--- src/rtl/bn_pkg.sv ---
// Shared definitions for the batch-norm layer sequencer: FSM encoding and
// the layout of one per-channel parameter record.
package bn_pkg;

    typedef enum logic [2:0] {
        ST_IDLE   = 3'd0,
        ST_FETCH  = 3'd1,
        ST_LAUNCH = 3'd2,
        ST_WAIT   = 3'd3,
        ST_WB     = 3'd4,
        ST_FIN    = 3'd5
    } bn_state_t;

    localparam int OFF_GAMMA    = 0;
    localparam int OFF_BETA     = 1;
    localparam int OFF_MEAN     = 2;
    localparam int OFF_VAR      = 3;
    localparam int RECORD_WORDS = 4;

    // Width of the fetch sub-count (0..RECORD_WORDS).
    localparam int FETCH_K_W    = 3;

endpackage

--- src/rtl/bn_param_fetch.sv ---
// Reads one 4-word channel record from parameter memory (1-cycle read latency)
// and publishes all four words together on the last fetch cycle.
module bn_param_fetch
    import bn_pkg::*;
#(
    parameter int ADDR_W = 12,
    parameter int DATA_W = 16
) (
    input  logic              clk,
    input  logic              rst_n,
    input  logic              enter,
    input  logic              active,
    input  logic              kill,
    input  logic [ADDR_W-1:0] rec_base,
    input  logic [DATA_W-1:0] rd_data,
    output logic              rd_en,
    output logic [ADDR_W-1:0] rd_addr,
    output logic              last,
    output logic [DATA_W-1:0] ch_gamma,
    output logic [DATA_W-1:0] ch_beta,
    output logic [DATA_W-1:0] ch_mean,
    output logic [DATA_W-1:0] ch_var
);

    localparam logic [FETCH_K_W-1:0] K_LAST    = FETCH_K_W'(RECORD_WORDS);
    localparam logic [FETCH_K_W-1:0] K_LAST_RD = FETCH_K_W'(RECORD_WORDS - 2);

    logic [FETCH_K_W-1:0] k_q;
    logic [ADDR_W-1:0]    base_q;
    logic [DATA_W-1:0]    gamma_s, beta_s, mean_s;
    logic                 more_reads;

    assign last       = active && (k_q == K_LAST);
    assign more_reads = active && (k_q <= K_LAST_RD);

    always_ff @(posedge clk or negedge rst_n) begin
        if (!rst_n) begin
            k_q      <= '0;
            base_q   <= '0;
            rd_en    <= 1'b0;
            rd_addr  <= '0;
            gamma_s  <= '0;
            beta_s   <= '0;
            mean_s   <= '0;
            ch_gamma <= '0;
            ch_beta  <= '0;
            ch_mean  <= '0;
            ch_var   <= '0;
        end else begin
            if (enter) begin
                k_q    <= '0;
                base_q <= rec_base;
            end else if (active) begin
                k_q <= k_q + 1'b1;
            end

            rd_en <= !kill && (enter || more_reads);
            if (enter)
                rd_addr <= rec_base + ADDR_W'(OFF_GAMMA);
            else if (more_reads)
                rd_addr <= base_q + ADDR_W'(k_q) + ADDR_W'(1);

            // Words land one cycle after their read; the datapath-facing
            // copies change only once the whole record is in hand.
            if (active && !kill) begin
                case (k_q)
                    FETCH_K_W'(OFF_GAMMA + 1): gamma_s <= rd_data;
                    FETCH_K_W'(OFF_BETA + 1):  beta_s  <= rd_data;
                    FETCH_K_W'(OFF_MEAN + 1):  mean_s  <= rd_data;
                    K_LAST: begin
                        ch_gamma <= gamma_s;
                        ch_beta  <= beta_s;
                        ch_mean  <= mean_s;
                        ch_var   <= rd_data;
                    end
                    default: ;
                endcase
            end
        end
    end

endmodule

--- src/rtl/bn_layer_sequencer.sv ---
// Steps a batch-norm layer channel by channel: fetch parameters, launch the
// datapath, wait for it, optionally write back running statistics.
module bn_layer_sequencer
    import bn_pkg::*;
#(
    parameter int ADDR_W = 12,
    parameter int DATA_W = 16
) (
    input  logic              clk,
    input  logic              rst_n,
    input  logic              cmd_valid,
    output logic              cmd_ready,
    input  logic [15:0]       cmd_channels,
    input  logic [15:0]       cmd_feature_size,
    input  logic              cmd_training,
    input  logic [ADDR_W-1:0] cmd_param_base,
    output logic              param_rd_en,
    output logic [ADDR_W-1:0] param_rd_addr,
    input  logic [DATA_W-1:0] param_rd_data,
    output logic              param_wr_en,
    output logic [ADDR_W-1:0] param_wr_addr,
    output logic [DATA_W-1:0] param_wr_data,
    output logic [DATA_W-1:0] ch_gamma,
    output logic [DATA_W-1:0] ch_beta,
    output logic [DATA_W-1:0] ch_mean,
    output logic [DATA_W-1:0] ch_var,
    output logic [15:0]       ch_index,
    output logic              dp_start,
    output logic              dp_training,
    output logic [15:0]       dp_feature_size,
    input  logic              dp_done,
    input  logic [DATA_W-1:0] dp_new_mean,
    input  logic [DATA_W-1:0] dp_new_var,
    input  logic              abort,
    output logic              busy,
    output logic              done,
    output logic              error
);

    bn_state_t         state_q, state_d;
    logic [15:0]       chan_q, chan_d, chan_inc, num_ch_q;
    logic [ADDR_W-1:0] rec_q, rec_d;
    logic              wb_sel_q, wb_sel_d;
    logic [DATA_W-1:0] mean_q, mean_d, var_q, var_d;
    logic              fetch_enter, fetch_last, fetch_active;
    logic              abort_hit, advance, err_d;

    assign chan_inc     = chan_q + 16'd1;
    assign fetch_active = (state_q == ST_FETCH);
    assign abort_hit    = abort && (state_q != ST_IDLE) && (state_q != ST_FIN);

    always_comb begin
        state_d     = state_q;
        chan_d      = chan_q;
        rec_d       = rec_q;
        wb_sel_d    = wb_sel_q;
        mean_d      = mean_q;
        var_d       = var_q;
        err_d       = 1'b0;
        fetch_enter = 1'b0;
        advance     = 1'b0;

        case (state_q)
            ST_IDLE: begin
                if (cmd_valid) begin
                    if ((cmd_channels == 16'd0) || (cmd_feature_size == 16'd0)) begin
                        state_d = ST_FIN;
                        err_d   = 1'b1;
                    end else begin
                        state_d     = ST_FETCH;
                        chan_d      = 16'd0;
                        rec_d       = cmd_param_base;
                        fetch_enter = 1'b1;
                    end
                end
            end
            ST_FETCH:  if (fetch_last) state_d = ST_LAUNCH;
            ST_LAUNCH: state_d = ST_WAIT;
            ST_WAIT: begin
                if (dp_done) begin
                    if (dp_training) begin
                        state_d  = ST_WB;
                        wb_sel_d = 1'b0;
                        mean_d   = dp_new_mean;
                        var_d    = dp_new_var;
                    end else begin
                        advance = 1'b1;
                    end
                end
            end
            ST_WB: begin
                if (!wb_sel_q) wb_sel_d = 1'b1;
                else           advance  = 1'b1;
            end
            ST_FIN:  state_d = ST_IDLE;
            default: state_d = ST_IDLE;
        endcase

        // Record addresses advance by a fixed stride and wrap with the address width.
        if (advance) begin
            if (chan_inc == num_ch_q) begin
                state_d = ST_FIN;
            end else begin
                state_d     = ST_FETCH;
                chan_d      = chan_inc;
                rec_d       = rec_q + ADDR_W'(RECORD_WORDS);
                fetch_enter = 1'b1;
            end
        end

        if (abort_hit) begin
            state_d     = ST_FIN;
            err_d       = 1'b1;
            fetch_enter = 1'b0;
            chan_d      = chan_q;
            rec_d       = rec_q;
            wb_sel_d    = wb_sel_q;
            mean_d      = mean_q;
            var_d       = var_q;
        end
    end

    always_ff @(posedge clk or negedge rst_n) begin
        if (!rst_n) begin
            state_q         <= ST_IDLE;
            chan_q          <= '0;
            num_ch_q        <= '0;
            rec_q           <= '0;
            wb_sel_q        <= 1'b0;
            mean_q          <= '0;
            var_q           <= '0;
            cmd_ready       <= 1'b1;
            busy            <= 1'b0;
            done            <= 1'b0;
            error           <= 1'b0;
            dp_start        <= 1'b0;
            dp_training     <= 1'b0;
            dp_feature_size <= '0;
            ch_index        <= '0;
            param_wr_en     <= 1'b0;
            param_wr_addr   <= '0;
            param_wr_data   <= '0;
        end else begin
            state_q  <= state_d;
            chan_q   <= chan_d;
            rec_q    <= rec_d;
            wb_sel_q <= wb_sel_d;
            mean_q   <= mean_d;
            var_q    <= var_d;

            if ((state_q == ST_IDLE) && cmd_valid) begin
                num_ch_q        <= cmd_channels;
                dp_training     <= cmd_training;
                dp_feature_size <= cmd_feature_size;
            end

            // Outputs are registered from the next state so they align with it.
            cmd_ready   <= (state_d == ST_IDLE);
            busy        <= (state_d != ST_IDLE);
            dp_start    <= (state_d == ST_LAUNCH);
            done        <= (state_d == ST_FIN);
            error       <= (state_d == ST_FIN) && err_d;
            param_wr_en <= (state_d == ST_WB);
            if (state_d == ST_WB) begin
                param_wr_addr <= rec_d + ADDR_W'(wb_sel_d ? OFF_VAR : OFF_MEAN);
                param_wr_data <= wb_sel_d ? var_d : mean_d;
            end

            if (fetch_last && !abort_hit)
                ch_index <= chan_q;
        end
    end

    bn_param_fetch #(
        .ADDR_W (ADDR_W),
        .DATA_W (DATA_W)
    ) u_fetch (
        .clk      (clk),
        .rst_n    (rst_n),
        .enter    (fetch_enter),
        .active   (fetch_active),
        .kill     (abort_hit),
        .rec_base (rec_d),
        .rd_data  (param_rd_data),
        .rd_en    (param_rd_en),
        .rd_addr  (param_rd_addr),
        .last     (fetch_last),
        .ch_gamma (ch_gamma),
        .ch_beta  (ch_beta),
        .ch_mean  (ch_mean),
        .ch_var   (ch_var)
    );

endmodule

--- config.mk ---
export PLATFORM = sky130hd
export DESIGN_NAME = bn_layer_sequencer
export DESIGN_NICKNAME = d
export VERILOG_FILES = /design/src/rtl/bn_pkg.sv /design/src/rtl/bn_param_fetch.sv /design/src/rtl/bn_layer_sequencer.sv
export SDC_FILE = /design/constraint.sdc
export NUM_CORES = 1
export LEC_CHECK = 0
export BUFFER_PORTS_ARGS = -buffer_cell sky130_fd_sc_hd__buf_4
export CAP_MARGIN = 5
export CORE_MARGIN = 10
export CORE_UTILIZATION = 40
export CTS_BUF_LIST = sky130_fd_sc_hd__clkbuf_4
export CTS_CLUSTER_SIZE = 28
export DETAILED_ROUTE_END_ITERATION = 16
export HOLD_SLACK_MARGIN = 0.03
export PLACE_DENSITY = 0.62
export SLEW_MARGIN = 10
export SYNTH_ARGS = -nofsm -noshare
export SYNTH_HDL_FRONTEND = slang
export SYNTH_HIERARCHICAL = 1
export SYNTH_SLANG_ARGS = --single-unit
--- constraint.sdc ---
create_clock -name clk -period 3.25 [get_ports clk]
set_input_delay 0.1625 -clock clk [delete_from_list [all_inputs] [get_ports clk]]
set_output_delay 0.1625 -clock clk [all_outputs]
set_load 0.02 [all_outputs]
# After elaboration in Yosys (flattened, before gate mapping)
# Index checks and enable logic that the tools add are counted.
# totals
reg_bits	287
out_inout_bits	144
word_cells	125
# op_classes
n_reduce_logical	24
n_lt_le_gt_ge	1
add_sub_neg	6
eq_ne	13
mux	52
# ops
operator	count
two-way mux 16 bit	14
two-way mux 12 bit	8
logical NOT 16 bit	2
two-way mux 3 bit	10
two-way mux 1 bit	17
adder 16 x 1 -> 16 bit, second input constant	1
equality test 16 bit	1
equality test 3 x 2 -> 1 bit, second input constant	5
case mux 3 bit (5 select lines)	1
adder 12 x 1 -> 12 bit, second input constant	1
adder 12 x 2 -> 12 bit	1
adder 12 x 3 -> 12 bit	1
adder 12 x 3 -> 12 bit, second input constant	1
equality test 3 bit, second input constant	4
logical AND 1 bit	9
AND reduction 2 bit	4
equality test 3 x 1 -> 1 bit, second input constant	2
logical NOT 3 bit	2
nonzero test 3 bit	2
case mux 1 bit (2 select lines)	2
nonzero test 2 bit	2
adder 3 x 1 -> 3 bit, second input constant	1
<= comparator 3 x 2 -> 1 bit, second input constant	1
inequality test 3 bit, second input constant	1
other kinds (2)	3

# Logic depth before layout (Yosys ltp)
# Gate-level depths: netlist (run 1).
# logic_depth
ltp_word	10
depth_mapped	15
depth_no_buf	13

# Cells and area by module
# The synthesis (run 1) kept the hierarchy.
# by_module_without_submodules
module	seq_area_each_um2	area_each_um2	n_inst	cells_each
bn_layer_sequencer	3679.8	7015.5	1	617
bn_param_fetch	3503.4	5713.0	1	398

# Worst setup path after synthesis (run 1)
# OpenSTA, ideal clock, no wires.
# synth_timing
path_kind	register to register
from	reg chan_q[0]
to	reg u_fetch.rd_addr[9]
setup_slack_ns	0.028
t_required_ns	3.118
path_buffers	2
arrival_ns	3.090
path_stages_with_launch	14
cell_sequence	dfrtp_1 ha_1 nand3_1 nor4_2 xnor2_1 nor3_2 a31oi_4 o21ai_4 inv_1 clkbuf_1 buf_2 nand2_1 o21ai_0 or3b_1
# synth_via
elab_chain_len	6
word_cells_on_any_way	10
classes_between	add/sub (1); eq/ne (1); mux (7); reduce/logical (1)
# synth_rtl
element	line_no	rtl
start, declared	bn_layer_sequencer.sv:41	logic [15:0] chan_q, chan_d, chan_inc, num_ch_q;
start signal, assigned	bn_layer_sequencer.sv:145	chan_q <= chan_d;
adder 16 x 1 -> 16 bit *	bn_layer_sequencer.sv:48	assign chan_inc = chan_q + 16'd1;
equality test 16 bit *	bn_layer_sequencer.sv:101	if (chan_inc == num_ch_q) begin
two-way mux 1 bit *	bn_layer_sequencer.sv:101	
two-way mux 1 bit *	bn_layer_sequencer.sv:100	if (advance) begin
two-way mux 1 bit *	bn_layer_sequencer.sv:111	if (abort_hit) begin
via fetch_enter	bn_layer_sequencer.sv:45	logic fetch_enter, fetch_last, fetch_active;
two-way mux 12 bit or nonzero test 2 bit (tied branches)	n/a	
end signal, assigned	bn_param_fetch.sv:59	rd_addr <= rec_base + ADDR_W'(OFF_GAMMA);
end signal, assigned	bn_param_fetch.sv:61	rd_addr <= base_q + ADDR_W'(k_q) + ADDR_W'(1);
end, declared	bn_param_fetch.sv:17	output logic [ADDR_W-1:0] rd_addr,
# The timed path passes the listed nets; every way through them passes the cells marked *.
# A chain may end at the register's enable or synchronous reset.

# Worst setup path after layout (run 1)
# layout_timing
from	reg chan_q[6]
to	reg param_wr_addr[11]
# layout_via
elab_chain_len	6
word_cells_on_any_way	10
classes_between	add/sub (2); eq/ne (2); mux (6)
# layout_rtl
element	line_no	rtl
adder 16 x 1 -> 16 bit *	bn_layer_sequencer.sv:48	
equality test 16 bit *	bn_layer_sequencer.sv:101	
two-way mux 12 bit or two-way mux 3 bit (tied branches)	bn_layer_sequencer.sv:101	
two-way mux 12 bit or two-way mux 3 bit (tied branches)	bn_layer_sequencer.sv:100	
two-way mux 12 bit or two-way mux 3 bit (tied branches)	bn_layer_sequencer.sv:111	
adder 12 x 2 -> 12 bit or equality test 3 bit (tied branches)	bn_layer_sequencer.sv:165, bn_layer_sequencer.sv:164	
end signal, assigned	bn_layer_sequencer.sv:165	param_wr_addr <= rec_d + ADDR_W'(wb_sel_d ? OFF_VAR : OFF_MEAN);
end, declared	bn_layer_sequencer.sv:21	output logic [ADDR_W-1:0] param_wr_addr,
# Mark *: on every way between the ends. The rest lies on a longest branch, timed or not.

==> results.json, run 1 <==
{
  "hp-class": "in -> reg",
  "drt_iter0_markers": 499,
  "cts.htree.levels": 3,
  "ys_types": 84,
  "async_reset_ff_share_pct": 100.0,
  "fin_skew_ns": 0.05321,
  "synthCells": 1015,
  "status": "finished, final reports clean",
  "tightestPinTransition_ns": 0.8713,
  "drcViolationCount": 0,
  "vias_per_cell": 5.109,
  "cts_tree": "done",
  "cpMostUsedCell": "nand4_1",
  "max_freq_mhz": 308.1,
  "gp_congestion": 0.8518,
  "synth_ff_type": "dfrtp_1",
  "clockBufferDepth": 3,
  "ir_worst_vdd_uv": 389.7,
  "grt_antenna_before_repair": 4,
  "drv_cap": 0,
  "firstDrtPassIters": 5,
  "nets": 1566,
  "slowest_stage": "or4_1",
  "start_util_pct": 40.44,
  "hold_viol": 0,
  "rsz0062_at_grt": "yes",
  "clk_latency_ns": 0.68,
  "cp_max_fo": 13,
  "core_area_sq_um": 31470,
  "synth_top_cell_by_area": "dfrtp_1",
  "fill_cells": 2595,
  "cts-root-buf": "clkbuf_4",
  "dr_wl_met2_um": 16280,
  "port_buffers": 241,
  "final_antenna_net_count": 0,
  "layout-drive-gt1-share_pct": 45.21,
  "cp.buffers_inverters": 2,
  "seq_area_frac_synth_pct": 56.43,
  "synth_top_area_share_pct": 56.23,
  "power_density_nw_per_um2": 928.2,
  "syn_nets": 1126,
  "fin_tns_setup_ns": 0,
  "clock_sinks": 287,
  "dr_wl_met3_um": 2850,
  "p_leak_nw": 8.415,
  "path_delay_family": "compound AO/OA/AOI/OAI gates",
  "place_inst": 1675,
  "design_area_sq_um": 17540,
  "cpPeakStageDelay_ns": 0.53,
  "synth_edf_count": 0,
  "wl_um": 35650,
  "layout_commonest_cell": "buf_4",
  "fin_hold_ws_ns": 0.1211,
  "grt_pass1_wl_um": 57220,
  "netlist_area_sq_um": 12730,
  "slew_violations": 0,
  "rows": 65,
  "placed_cell_area_sq_um": 15400,
  "post-route-period-util_pct": 99.88,
  "fin_cells": 1919,
  "synth_area_leaders": "dfrtp_1, mux2_2, o21ai_0",
  "path_clk_slew_ns": 0.07,
  "min_period_ns": 3.246,
  "die_area_sq_um": 39360,
  "syn_to_final_growth_pct": 37.80,
  "required_ns": 3.82,
  "grt_pass1_vias": 10450,
  "avgSynthCellArea_sq_um": 12.54,
  "synth_warnings": 6,
  "path_class": "reg -> reg",
  "die_h_um": 198.4,
  "crit_path_end_kind": "flip-flop",
  "vias": 9805,
  "path_cells": "nand3_1 > buf_4 > or4_1 > o2111a_1 > o2111a_2 > a31oi_4 > buf_6 > nand4_1 > a221o_1 > nor4_4 > nand4_1 > a31oi_1",
  "maxSlewHeadroom_pct": 41.91,
  "met1_length_um": 15510,
  "layout_common_cells": "buf_4, dfrtp_1, mux2_2",
  "ioPinCount": 242,
  "dpl.hpwl_um": 24680,
  "numCtsBuffers": 79,
  "die_x_um": 198.4,
  "start_kind": "flip-flop",
  "top_layer": "met4",
  "grt_use_total_pct": 18.12,
  "synth-seq-cells": 287,
  "setup_viol": 0,
  "gr-total-overflow": 0,
  "grt_max_degree": 95,
  "wl_per_cell_um": 18.58,
  "arrival_ns": 3.82
}
[worst register-to-register path: stages (launching register included)]
cell	delay [ns]
dfrtp_1	0.35
nand3_1	0.13
buf_4	0.22
or4_1	0.53
o2111a_1	0.16
o2111a_2	0.16
a31oi_4	0.29
buf_6	0.16
nand4_1	0.10
a221o_1	0.42
nor4_4	0.32
nand4_1	0.14
a31oi_1	0.20
[synthesized netlist by cell type (3+ instances only)]
master	n
and3_1	13
buf_6	3
mux2i_1	17
buf_2	16
nand4_1	9
nor2b_1	3
and4_1	4
nand2_1	78
o21ai_1	5
o21ai_0	62
ha_1	12
nand2b_1	13
a311o_1	3
o31ai_1	9
buf_4	9
a21boi_0	3
or3_1	4
nand3_1	19
o211ai_1	5
xor2_1	6
mux2_2	193
nor2_1	42
nor3_1	8
nor4_4	4
xnor2_1	28
a21oi_1	8
nor4_1	15
clkbuf_1	24
a21o_1	3
dfrtp_1	286
a31oi_1	7
a211oi_1	3
nand3b_1	7
and2_1	6
inv_1	29
[power by group]
part           leakage (nW)  internal, mW  total, mW  switching, mW
sequential             3.63          5.02       5.93          0.915
clock                 0.590          1.71       3.22           1.51
combinational          4.19          3.41       7.12           3.72
[through the flow]
| step | power [mW] | setup slack (ns) | util [%] |
|---|---|---|---|
| after CTS | 16.35 | 0.0003406 | 55.30 |
| after global routing | 17.40 | -0.1673 | 55.73 |
| final | 16.28 | 0.003891 | 55.73 |
| after floorplan | 10.10 | 0.02849 | - |
| after detailed placement | 12.88 | -0.1573 | 48.94 |
| after global placement | 12.71 | -0.05007 | 48.94 |
[per-layer routing]
layer  vias up  global-route usage, %
met5         -                      0
met4         0                  7.090
met3        74                  5.931
met2       327                  28.17
met1      4848                  22.95
li1       4556                      -
[cell type report]
| type | instances | area [sq um] | area share [%] |
|---|---|---|---|
| Clock inverter | 23 | 112.6 | 0.6420 |
| Multi-Input combinational cell | 645 | 5321 | 30.34 |
| Sequential cell | 287 | 7188 | 40.98 |
| Inverter | 30 | 115.1 | 0.6563 |
| Clock buffer | 116 | 870.8 | 4.965 |
| Timing Repair Buffer | 412 | 3418 | 19.49 |
| Tap cell | 402 | 503.0 | 2.868 |
| Antenna cell | 4 | 10.01 | 0.05707 |
[cell families (layout without fill, tap and decap cells)]
family / after synthesis / after routing / synth area share (%)
AOI/OAI and AO/OA: 141 / 141 / 7.687
adders and majority gates: 13 / 13 / 1.337
DFF: 287 / 287 / 56.43
other: 0 / 4 / 0
and+or+nand+nor: 247 / 247 / 10.74
buffers and inverters: 83 / 581 / 3.047
xor gates and xnor gates: 34 / 34 / 2.340
muxes: 210 / 210 / 18.41
[path summary, 6_finish.rpt]
path / start / endpoint / slack, ns / depth (start not counted)
max: chan_q[6]$_DFFE_PN0N_ / param_wr_addr[11]$_DFFE_PN0P_ / 0.004 / 12
min: cmd_param_base[3] / rec_q[3]$_DFF_PN0_ / 0.12 / 3
min in group asynchronous: rst_n / u_fetch/ch_var[9]$_DFFE_PN0P_ / 0.16 / 2
min reg2reg: param_wr_data[7]$_DFFE_PN0P_ / param_wr_data[7]$_DFFE_PN0P_ / 0.49 / 2
max in group asynchronous: rst_n / u_fetch/ch_mean[6]$_DFFE_PN0P_ / 2.28 / 3
max reg2reg: chan_q[6]$_DFFE_PN0N_ / param_wr_addr[11]$_DFFE_PN0P_ / 0.004 / 12
[repair_timing]
item                                   in CTS  in global routing
gates resized for setup                    10                 24
pin swaps                                   8                  5
setup endpoints to repair                  18                 28
hold buffers                               93                  0
endpoints found under the hold margin     295                  0
setup buffers                               5                  3
Note: power is estimated with default switching activity, not from simulation.
==> run 2: changes to the inputs <==
- PLACE_DENSITY: 0.62 -> unset
==> results.json, run 2 (synthesized netlist as in run 1, its figures left out) <==
{
  "grt_pass1_vias": 10130,
  "vias_per_cell": 5.050,
  "rsz0062_at_grt": "yes",
  "clockBufferDepth": 3,
  "drv_cap": 0,
  "dpl.hpwl_um": 24170,
  "arrival_ns": 3.78,
  "core_area_sq_um": 31470,
  "rows": 65,
  "cp_max_fo": 5,
  "grt_max_degree": 120,
  "min_from": "cmd_param_base[4]",
  "layout_commonest_cell": "buf_4",
  "wl_per_cell_um": 18.41,
  "hold_viol": 0,
  "maxSlewHeadroom_pct": 41.66,
  "port_buffers": 241,
  "crit_path_end_kind": "flip-flop",
  "r2r_slack_ns": 0.03,
  "hp-class": "in -> reg",
  "placed_cell_area_sq_um": 15330,
  "holdPathStages": 6,
  "die_x_um": 198.4,
  "drt_iter0_markers": 442,
  "gr-total-overflow": 0,
  "place_inst": 1669,
  "p_leak_nw": 8.457,
  "slew_violations": 0,
  "min_to": "param_wr_addr[10]$_DFFE_PN0P_",
  "fin_tns_setup_ns": 0,
  "fin_util_pct": 56.05,
  "die_h_um": 198.4,
  "fin_cells": 1915,
  "grt_use_total_pct": 17.94,
  "cts.htree.levels": 3,
  "status": "finished, final reports clean",
  "clk_latency_ns": 0.70,
  "ioPinCount": 242,
  "syn_to_final_growth_pct": 38.59,
  "post-route-period-util_pct": 99.04,
  "start_util_pct": 40.44,
  "fin_skew_ns": 0.05543,
  "r2r_start": "chan_q[0]$_DFFE_PN0N_",
  "path_clk_slew_ns": 0.06,
  "min_period_ns": 3.219,
  "max_freq_mhz": 310.7,
  "ir_worst_vdd_uv": 453.5,
  "start_kind": "flip-flop",
  "reg2regPathDepth": 15,
  "nets": 1570,
  "path_class": "reg -> reg",
  "numCtsBuffers": 82,
  "cts_tree": "done",
  "die_area_sq_um": 39360,
  "vias": 9671,
  "cts-root-buf": "clkbuf_4",
  "tightestPinTransition_ns": 0.8751,
  "gp_congestion": 0.8318,
  "design_area_sq_um": 17640,
  "grt_pass1_wl_um": 56300,
  "drcViolationCount": 0,
  "fin_hold_ws_ns": 0.1288,
  "wl_um": 35250,
  "layout-drive-gt1-share_pct": 46.26,
  "power_density_nw_per_um2": 928.2,
  "final_antenna_net_count": 0,
  "grt_antenna_before_repair": 2,
  "required_ns": 3.81,
  "firstDrtPassIters": 5,
  "clock_sinks": 287,
  "setup_viol": 0,
  "layout_common_cells": "buf_4, dfrtp_1, mux2_2",
  "r2r-end": "u_fetch/rd_addr[11]$_DFFE_PN0P_"
}
run 2: critical path, cell delays in order, from the launching register on:
cell and delay (ns):
dfrtp_2 0.41, buf_6 0.11, nand4_4 0.07, or3_1 0.35
a2111o_1 0.45, nor4_4 0.23, a31oi_4 0.19, buf_12 0.17
o21ai_4 0.19, buf_6 0.14, inv_6 0.04, o221ai_2 0.14
inv_1 0.08, mux2_4 0.27, a31oi_1 0.16, o31ai_1 0.08
run 2: worst max-delay path by stage:
stage                     slack [ns]                              end  cells past startpoint                   from
after floorplan                 0.03   u_fetch/rd_addr[9]$_DFFE_PN0P_                     13  chan_q[0]$_DFFE_PN0N_
after CTS                      0.005   u_fetch/rd_addr[3]$_DFFE_PN0P_                     14  chan_q[0]$_DFFE_PN0N_
final                           0.03  u_fetch/rd_addr[11]$_DFFE_PN0P_                     15  chan_q[0]$_DFFE_PN0N_
after global routing           -0.13    param_wr_addr[11]$_DFFE_PN0P_                     14  chan_q[0]$_DFFE_PN0N_
after detailed placement       -0.17    param_wr_addr[11]$_DFFE_PN0P_                     13  chan_q[1]$_DFFE_PN0N_
after global placement         -0.04    param_wr_addr[11]$_DFFE_PN0P_                     13  chan_q[1]$_DFFE_PN0N_
run 2: area by class of cell:
type                            instances  area, sq um
Fill cell                            2645        13830
Antenna cell                            2        5.005
Multi-Input combinational cell        645         5399
Clock inverter                         13        48.80
Inverter                               30        117.6
Tap cell                              402        503.0
Clock buffer                          123        923.4
Timing Repair Buffer                  413         3458
Sequential cell                       287         7186
run 2: layer usage:
metal / vias to the layer above / global-route usage [%] / share of wire [%]
met5: - / 0 / 0
met4: 0 / 6.321 / 2.0
met3: 55 / 6.320 / 8.7
met2: 316 / 28.19 / 46
met1: 4725 / 22.42 / 43
li1: 4575 / - / -
run 2: through the flow:
step	power, mW	setup slack, ns
global placement	12.69	-0.04467
floorplan	10.10	0.02849
finish	16.37	0.03108
global route	17.54	-0.1259
CTS	16.28	0.005230
detailed placement	12.82	-0.1745
run 2: repair_timing:
action                                  4_1_cts  5_1_grt
gates resized for setup                       9       49
pin swaps                                     6       22
hold endpoints to repair                    430        0
buffers inserted                              3       10
hold buffers                                 95        0
endpoints found under the setup margin       21       22
run 2: power by group:
part           total (mW)  switching [mW]  leakage, nW  internal (mW)
Clock                3.17            1.47        0.594           1.70
Sequential           5.93           0.914         3.64           5.02
Combinational        7.27            3.76         4.23           3.51
Total                16.4            6.14         8.46           10.2
==> run 3: changes to the inputs <==
- CORE_MARGIN: 10 -> 3
- clock period: 3.25 -> 3.7 ns (I/O delays scaled with it)
==> results.json, run 3 (synthesized netlist as in run 1, its figures left out) <==
{
  "status": "finished, final reports clean",
  "grt_antenna_before_repair": 2,
  "postCtsSetupRepairBufs": 0,
  "drcViolationCount": 0,
  "gp_congestion": 0.8218,
  "rows": 64,
  "vias_per_cell": 5.098,
  "fin_cells": 1859,
  "post-route-period-util_pct": 95.08,
  "crit_path_end_kind": "flip-flop",
  "grt_pass1_wl_um": 53300,
  "required_ns": 4.25,
  "drt_iter0_markers": 431,
  "clk_latency_ns": 0.67,
  "tightestPinTransition_ns": 0.9189,
  "clockBufferDepth": 3,
  "nets": 1524,
  "numCtsBuffers": 80,
  "ir_worst_vdd_uv": 333.3,
  "fin_skew_ns": 0.03229,
  "reg2regPathDepth": 12,
  "cts.htree.levels": 3,
  "max_freq_mhz": 284.2,
  "arrival_ns": 4.07,
  "min_period_ns": 3.518,
  "layout-drive-gt1-share_pct": 42.78,
  "layout_commonest_cell": "dfrtp_1",
  "use_met1_pct": 25.42,
  "cts-root-buf": "clkbuf_4",
  "path_clk_slew_ns": 0.07,
  "min_to": "rec_q[4]$_DFF_PN0_",
  "p_total_mw": 13.95,
  "p_leak_nw": 8.188,
  "start_kind": "flip-flop",
  "die_area_sq_um": 34000,
  "busiest_layer": "met2",
  "grt_pass1_vias": 10020,
  "final_antenna_net_count": 0,
  "maxSlewHeadroom_pct": 38.74,
  "power_density_nw_per_um2": 815.5,
  "holdPathStages": 4,
  "grt_use_met3_pct": 5.861,
  "clock_sinks": 287,
  "wl_per_cell_um": 17.83,
  "hold_viol": 0,
  "drv_cap": 0,
  "r2r_start": "chan_q[1]$_DFFE_PN0N_",
  "layout_common_cells": "dfrtp_1, buf_4, mux2_2",
  "met2_usage_pct": 31.06,
  "die_h_um": 184.4,
  "setup_viol": 0,
  "slew_violations": 0,
  "hp-class": "in -> reg",
  "syn_to_final_growth_pct": 34.36,
  "wl_um": 33140,
  "fin_hold_ws_ns": 0.1128,
  "port_buffers": 241,
  "firstDrtPassIters": 5,
  "r2r_slack_ns": 0.18,
  "die_x_um": 184.4,
  "start_util_pct": 41.07,
  "fill_cells": 2632,
  "placed_cell_area_sq_um": 15120,
  "ioPinCount": 242,
  "dpl.hpwl_um": 22700,
  "cp_max_fo": 8,
  "path_class": "reg -> reg",
  "vias": 9478,
  "design_area_sq_um": 17100,
  "r2r-end": "u_fetch/rd_addr[11]$_DFFE_PN0P_",
  "fin_tns_setup_ns": 0,
  "grt_max_degree": 121,
  "grt_use_total_pct": 19.57,
  "gr-total-overflow": 0,
  "min_from": "cmd_param_base[4]",
  "place_inst": 1634,
  "core_area_sq_um": 30990,
  "cts_tree": "done"
}
==> run 3: stage by stage <==
step | utilization, % | setup slack, ns
after floorplan | - | 0.4785
after global placement | 48.80 | 0.1496
after detailed placement | 48.80 | 0.01246
after CTS | 55.08 | 0.005874
after global routing | 55.18 | -0.01027
final | 55.18 | 0.1819
==> run 3: final cells by class <==
| class | count | area [sq um] | share of cell area, % |
|---|---|---|---|
| repair buffers | 369 | 3060 | 17.90 |
| multi-input cells | 645 | 5238 | 30.63 |
| flip-flops and latches | 287 | 7184 | 42.01 |
| well taps | 396 | 495.5 | 2.897 |
| clock inverters | 14 | 135.1 | 0.7902 |
| inverters | 30 | 112.6 | 0.6585 |
| clock buffers | 116 | 870.8 | 5.092 |
| diodes | 2 | 5.005 | 0.02927 |
==> run 3: report_power, final <==
group	switching, mW	internal [mW]	total [mW]
combinational	3.12	2.74	5.86
sequential	0.768	4.41	5.18
clock	1.28	1.63	2.91
==> run 3: layer usage <==
layer | up-vias | part of all wire, %
met5 | - | 0
met4 | 0 | 2.5
met3 | 76 | 7.5
met2 | 309 | 46
met1 | 4616 | 44
li1 | 4477 | -
==> run 3: how the worst max path moves through the flow <==
stage                                from                               to  slack [ns]
floorplan           chan_q[0]$_DFFE_PN0N_   u_fetch/rd_addr[9]$_DFFE_PN0P_        0.48
global placement    chan_q[1]$_DFFE_PN0N_   u_fetch/rd_addr[5]$_DFFE_PN0P_        0.15
detailed placement  chan_q[0]$_DFFE_PN0N_  u_fetch/rd_addr[11]$_DFFE_PN0P_        0.01
CTS                 chan_q[0]$_DFFE_PN0N_     param_wr_addr[6]$_DFFE_PN0P_       0.006
global route        chan_q[1]$_DFFE_PN0N_   u_fetch/rd_addr[5]$_DFFE_PN0P_       -0.01
finish              chan_q[1]$_DFFE_PN0N_  u_fetch/rd_addr[11]$_DFFE_PN0P_        0.18
==> run 3: timing repair <==
item	4_1_cts	5_1_grt
hold endpoints to repair	281	0
resized for setup	1	6
hold buffers	93	0
endpoints found under the setup margin	1	20
==> run 3: worst max-delay path: stages (launching register included) <==
cell	delay [ns]
dfrtp_1	0.47
nand4_4	0.19
or3_1	0.38
a2111o_1	0.46
nor4_4	0.38
a31oi_4	0.16
o21ai_4	0.19
inv_1	0.18
o221ai_1	0.34
inv_1	0.09
mux2_2	0.29
a31oi_1	0.19
o31ai_1	0.10
